**src/rtl/ram_word_loader.sv**
```systemverilog
`default_nettype none
// ============================================================================
// Module   : ram_word_loader
// Purpose  : Assembles pairs of received UART bytes into 16-bit words and
//            writes them to consecutive SRAM addresses using a SETUP / WRITE /
//            HOLD strobe sequence with registered bus outputs.
// Revision : 1.0  initial release
// ============================================================================
module ram_word_loader #(
  parameter logic [15:0] WORDS         = 16'd4,
  parameter int unsigned WE_LOW_CYCLES = 2
) (
  input  logic        clk,
  input  logic        rst,
  input  logic        start,
  input  logic [15:0] base_addr,
  input  logic        rx_valid,
  input  logic [7:0]  rx_data,
  output logic        rx_ack,
  output logic [15:0] ram1addr,
  output logic [15:0] ram1data,
  output logic        data_oe,
  output logic        ram1_WE_L,
  output logic        ram1_OE_L,
  output logic        ram1_CE,
  output logic        busy,
  output logic        done,
  output logic [15:0] result
);

  typedef enum logic [2:0] {
    S_IDLE  = 3'd0,
    S_LO    = 3'd1,
    S_HI    = 3'd2,
    S_SETUP = 3'd3,
    S_WRITE = 3'd4,
    S_HOLD  = 3'd5,
    S_NEXT  = 3'd6,
    S_DONE  = 3'd7
  } state_t;

  // Terminal value of the WE_L low-phase counter.
  localparam logic [3:0] c_WE_LAST = 4'(WE_LOW_CYCLES - 1);

  state_t      state_q, state_d;
  logic [15:0] addr_q, addr_d;
  logic [15:0] word_q, word_d;
  logic [15:0] wc_q, wc_d;
  logic [3:0]  we_cnt_q, we_cnt_d;
  logic        armed_q, armed_d;

  logic        rx_ack_q, rx_ack_d;
  logic [15:0] ram1addr_q, ram1addr_d;
  logic [15:0] ram1data_q, ram1data_d;
  logic        data_oe_q, data_oe_d;
  logic        we_l_q, we_l_d;
  logic        ce_q, ce_d;
  logic        busy_q, busy_d;
  logic        done_q, done_d;
  logic [15:0] result_q, result_d;

  logic        accept;
  logic [15:0] wc_inc;

  // Next-state logic plus the next value of every registered output, which is
  // derived from the state being entered so outputs line up with the state.
  always_comb begin
    state_d  = state_q;
    addr_d   = addr_q;
    word_d   = word_q;
    wc_d     = wc_q;
    we_cnt_d = we_cnt_q;
    // A byte is only accepted once rx_valid has been seen low since the last
    // acceptance, so a byte still held high after its ack is never re-read.
    armed_d  = armed_q | ~rx_valid;
    accept   = 1'b0;
    wc_inc   = wc_q + 16'd1;

    unique case (state_q)
      S_IDLE, S_DONE: begin
        if (start) begin
          addr_d  = base_addr;
          wc_d    = 16'd0;
          armed_d = 1'b1;
          state_d = S_LO;
        end
      end
      S_LO: begin
        if (rx_valid && armed_q) begin
          word_d[7:0] = rx_data;
          accept      = 1'b1;
          armed_d     = 1'b0;
          state_d     = S_HI;
        end
      end
      S_HI: begin
        if (rx_valid && armed_q) begin
          word_d[15:8] = rx_data;
          accept       = 1'b1;
          armed_d      = 1'b0;
          state_d      = S_SETUP;
        end
      end
      S_SETUP: begin
        we_cnt_d = 4'd0;
        state_d  = S_WRITE;
      end
      S_WRITE: begin
        if (we_cnt_q == c_WE_LAST) begin
          state_d = S_HOLD;
        end else begin
          we_cnt_d = we_cnt_q + 4'd1;
        end
      end
      S_HOLD: begin
        state_d = S_NEXT;
      end
      S_NEXT: begin
        addr_d  = addr_q + 16'd1;
        wc_d    = wc_inc;
        state_d = (wc_inc == WORDS) ? S_DONE : S_LO;
      end
      default: begin
        state_d = S_IDLE;
      end
    endcase

    rx_ack_d   = accept;
    busy_d     = (state_d != S_IDLE) && (state_d != S_DONE);
    ce_d       = ~busy_d;
    done_d     = (state_d == S_DONE);
    data_oe_d  = (state_d == S_SETUP) || (state_d == S_WRITE) || (state_d == S_HOLD);
    we_l_d     = (state_d != S_WRITE);
    ram1addr_d = ram1addr_q;
    ram1data_d = ram1data_q;
    result_d   = result_q;

    // Address and data are loaded on entry to SETUP and then held through
    // WRITE and HOLD, so they are stable a full cycle before WE_L falls.
    if (state_d == S_SETUP) begin
      ram1addr_d = addr_q;
      ram1data_d = word_d;
    end

    if (state_q == S_NEXT) begin
      result_d = {wc_inc[7:0], word_q[7:0]};
    end
  end

  // State, datapath and output registers; reset forces the bus idle at once.
  always_ff @(posedge clk or negedge rst) begin
    if (!rst) begin
      state_q    <= S_IDLE;
      addr_q     <= 16'd0;
      word_q     <= 16'd0;
      wc_q       <= 16'd0;
      we_cnt_q   <= 4'd0;
      armed_q    <= 1'b1;
      rx_ack_q   <= 1'b0;
      ram1addr_q <= 16'd0;
      ram1data_q <= 16'd0;
      data_oe_q  <= 1'b0;
      we_l_q     <= 1'b1;
      ce_q       <= 1'b1;
      busy_q     <= 1'b0;
      done_q     <= 1'b0;
      result_q   <= 16'd0;
    end else begin
      state_q    <= state_d;
      addr_q     <= addr_d;
      word_q     <= word_d;
      wc_q       <= wc_d;
      we_cnt_q   <= we_cnt_d;
      armed_q    <= armed_d;
      rx_ack_q   <= rx_ack_d;
      ram1addr_q <= ram1addr_d;
      ram1data_q <= ram1data_d;
      data_oe_q  <= data_oe_d;
      we_l_q     <= we_l_d;
      ce_q       <= ce_d;
      busy_q     <= busy_d;
      done_q     <= done_d;
      result_q   <= result_d;
    end
  end

  assign rx_ack    = rx_ack_q;
  assign ram1addr  = ram1addr_q;
  assign ram1data  = ram1data_q;
  assign data_oe   = data_oe_q;
  assign ram1_WE_L = we_l_q;
  assign ram1_OE_L = 1'b1;
  assign ram1_CE   = ce_q;
  assign busy      = busy_q;
  assign done      = done_q;
  assign result    = result_q;

endmodule
`default_nettype wire

```
**config.mk**
```make
export PLATFORM = sky130hd
export DESIGN_NAME = ram_word_loader
export DESIGN_NICKNAME = d
export VERILOG_FILES = /design/src/rtl/ram_word_loader.sv
export SDC_FILE = /design/constraint.sdc
export NUM_CORES = 1
export LEC_CHECK = 0
export BUFFER_PORTS_ARGS = -buffer_cell sky130_fd_sc_hd__buf_2
export CAP_MARGIN = 20
export CORE_MARGIN = 2
export CORE_UTILIZATION = 50
export DETAILED_ROUTE_END_ITERATION = 16
export PLACE_DENSITY = 0.81
export SLEW_MARGIN = 20
export SYNTH_ARGS = -nofsm -noshare
export SYNTH_HDL_FRONTEND = slang
export SYNTH_SLANG_ARGS = --single-unit
export TNS_END_PERCENT = 1
```
**constraint.sdc**
```tcl
create_clock -name clk -period 2.6 [get_ports clk]
set_input_delay 0.52 -clock clk [delete_from_list [all_inputs] [get_ports clk]]
set_output_delay 0.52 -clock clk [all_outputs]
set_load 0.1 [all_outputs]
```
==> flow_metrics.env <==
export IMPL_htree_levels=3
export IMPL_grt_start_max_net_pins=49
export IMPL_drive_gt1_share_pct=21.65
export IMPL_post_cts_buffers=0
export IMPL_period_minus_slack_ns=2.216
export IMPL_grt_usage_pct=22.78
export IMPL_path_cells="ha_1, nand3_1, nor4_4, nor3_1, o22ai_1, o21ai_0"
export IMPL_syn_nets=562
export IMPL_clock_latency_ns=0.37
export IMPL_synth_async_reset_ratio_pct=100.0
export IMPL_dp_cells=718
export IMPL_cts_sinks=102
export IMPL_max_slew_worst_pin_slew_ns=0.6796
export IMPL_portBuffers=81
export IMPL_synth_area_mm2=0.004808
export IMPL_numCtsBuffers=9
export IMPL_hp_class="in2async"
export IMPL_slew_viol_final=0
export IMPL_vias=4109
export IMPL_synthFlopType="dfrtp_1"
export IMPL_setup_violations_final=0
export IMPL_critPathMaxStageDelay_ns=0.47
export IMPL_dp_hpwl_um=7805
export IMPL_tns_ns=0
export IMPL_wl_per_cell_um=15.42
export IMPL_cts_hold_buf=0
export IMPL_nets=633
export IMPL_cp_num_buf_inv=0
export IMPL_slew_headroom_pct=54.64
export IMPL_antenna_found_initial=1
export IMPL_regArea_mm2=0.002556
export IMPL_synth_top_cell_by_area="dfrtp_1"
export IMPL_critPathRequiredTime_ns=2.84
export IMPL_cts_reportedPaths_clkPinSlew_ns=0.12
export IMPL_routabilityCongestion=0.8863
export IMPL_critPathArrivalTime_ns=2.46
export IMPL_period_share_pct=85.24
export IMPL_synth_seq_cells=102
export IMPL_fp_coreArea_mm2=0.009284
export IMPL_fp_dieH_um=102.1
export IMPL_drt_pass1_iterations=5
export IMPL_initialDrtViolationCount=208
export IMPL_cp_max_fo=7
export IMPL_skew_ns=0.009871
export IMPL_start_kind="register"
export IMPL_fill_cells=835
export IMPL_die_area_mm2=0.01042
export IMPL_synthCells=529
export IMPL_hold_viol=0
export IMPL_area_growth_pct=15.22
export IMPL_grt_pass1_vias=3927
export IMPL_fmax_mhz=451.2
export IMPL_max_cap_viol_count=0
export IMPL_grt_overflow_total=0
export IMPL_synth_cell_types=58
export IMPL_multi_input_area_mm2=0.002079
export IMPL_synthMostInstantiatedCell="nand2_1"
export IMPL_end_kind="register"
export IMPL_synthTopCellsByArea="dfrtp_1 (52%), nand2_1 (12%), o21ai_0 (4.3%), nor2_1 (2.7%), a21oi_1 (1.9%)"
export IMPL_root_buffer="clkbuf_8"
export IMPL_totalWireLength_um=11320
export IMPL_route_detailed_drc=0
export IMPL_cts_tree="built"
export IMPL_start_util_pct=51.79
export IMPL_crit_type="reg2reg"
export IMPL_cp_top_family="simple AND/OR/NAND/NOR gates"
export IMPL_synth_commonest_cells="nand2_1 (160), dfrtp_1 (99), o21ai_0 (41)"
export IMPL_rsz0062_at_grt="false"
export IMPL_layout_cells_non_filler=734
export IMPL_grt_pass1_wl_um=18770
export IMPL_rows=35
export IMPL_clock_path_buffers=2
export IMPL_final_util_pct=59.68
export IMPL_crit_path_top_delay_cell="dfrtp_1"
export IMPL_synth_edf_count=0
export IMPL_ant_nets=0
export IMPL_syn_area_per_cell_um2=9.090
export IMPL_die_w_um=102.1
export IMPL_pin_count=83
export IMPL_status="completed"
export IMPL_drt_vias_per_instance=5.598
export IMPL_synth_top_area_share_pct=51.52
export IMPL_synth_seq_area_share_pct=53.16
export IMPL_num_antenna_cells=0
export IMPL_ys_warn_count=0
export IMPL_cts_resized=0
## flip-flops by register name, indices dropped and copies added, names as in the netlist, 3 cells and up
signal and flops:
addr_q 16, result 16, ram1data 16, ram1addr 16, we_cnt_q 4, wc_q 16, word_q 8, state_q 3
## routing by layer
| layer | up-vias | global-route usage, % | part of all wire (%) |
|---|---|---|---|
| met5 | - | 0 | 0.11 |
| met4 | 2 | 7.590 | 0.70 |
| met3 | 8 | 4.309 | 6.4 |
| met2 | 149 | 35.98 | 48 |
| met1 | 1996 | 31.99 | 45 |
| li1 | 1954 | - | - |
## cells by family (layout without fill, tap and decap cells)
| family | after synthesis | in the layout | share of synthesized area (%) |
|---|---|---|---|
| other | 1 | 1 | 0.07799 |
| buffers and inverters | 38 | 114 | 3.747 |
| adder cells (fa/ha/maj) | 5 | 5 | 1.301 |
| flip-flops | 102 | 102 | 53.16 |
| AO/OA/AOI/OAI | 106 | 106 | 13.90 |
| AND/OR/NAND/NOR | 258 | 258 | 23.94 |
| XOR/XNOR | 11 | 11 | 2.004 |
| multiplexers | 8 | 8 | 1.874 |
## cell usage in the layout, fill, tap and decap left out, drive strengths merged, types with 3 or more instances in the layout
master / synthesis / layout
o21ai: 41 / 41
xnor2: 6 / 6
nand3: 17 / 17
clkbuf: 20 / 9
o22ai: 5 / 5
a21oi: 18 / 18
nand2: 160 / 160
dfstp: 3 / 3
nor4: 6 / 6
nand4: 10 / 10
and3: 5 / 5
a21boi: 3 / 3
a31oi: 4 / 4
nor3: 8 / 8
buf: 12 / 92
mux2: 8 / 8
and2: 4 / 4
ha: 5 / 5
clkinv: 0 / 3
a211oi: 5 / 5
nor2: 34 / 34
dfrtp: 99 / 99
or3: 5 / 5
inv: 6 / 10
xor2: 5 / 5
a21o: 3 / 3
a22oi: 3 / 3
o31ai: 4 / 4
## layout make-up
type / instances / area share (%)
clock buffer: 9 / 2.236
tap: 129 / 2.913
multi-input combinational: 389 / 37.53
timing repair buffer: 92 / 9.079
sequential: 102 / 46.14
inverter: 6 / 0.4065
clock inverter: 7 / 1.694
## through the flow
stage | hold WS [ns] | cell area, um^2 | setup slack, ns
finish | 0.05587 | 5540 | 0.3837
global route | 0.05803 | 5540 | 0.1586
CTS | 0.04796 | 5538 | 0.3474
detailed placement | 0.4546 | 5320 | 0.3705
global placement | 0.4431 | 5320 | 0.5090
floorplan | 0.2244 | 4808 | 0.7202
## final timing paths
path	startpoint	endpoint	slack, ns	cells past startpoint
worst max-delay path	wc_q[0]	state_q[1]	0.38	6
worst min-delay path	rst	ram1data[2]	0.06	1
worst max register to register	wc_q[0]	state_q[1]	0.38	6
worst min register to register	word_q[1]	result[1]	0.48	2
max in group asynchronous	rst	wc_q[8]	1.82	2
min in group clk	rx_data[5]	ram1data[13]	0.34	3
Power is not shown: default switching activity piles up to over one toggle a cycle in this logic, so the estimate is an artifact.
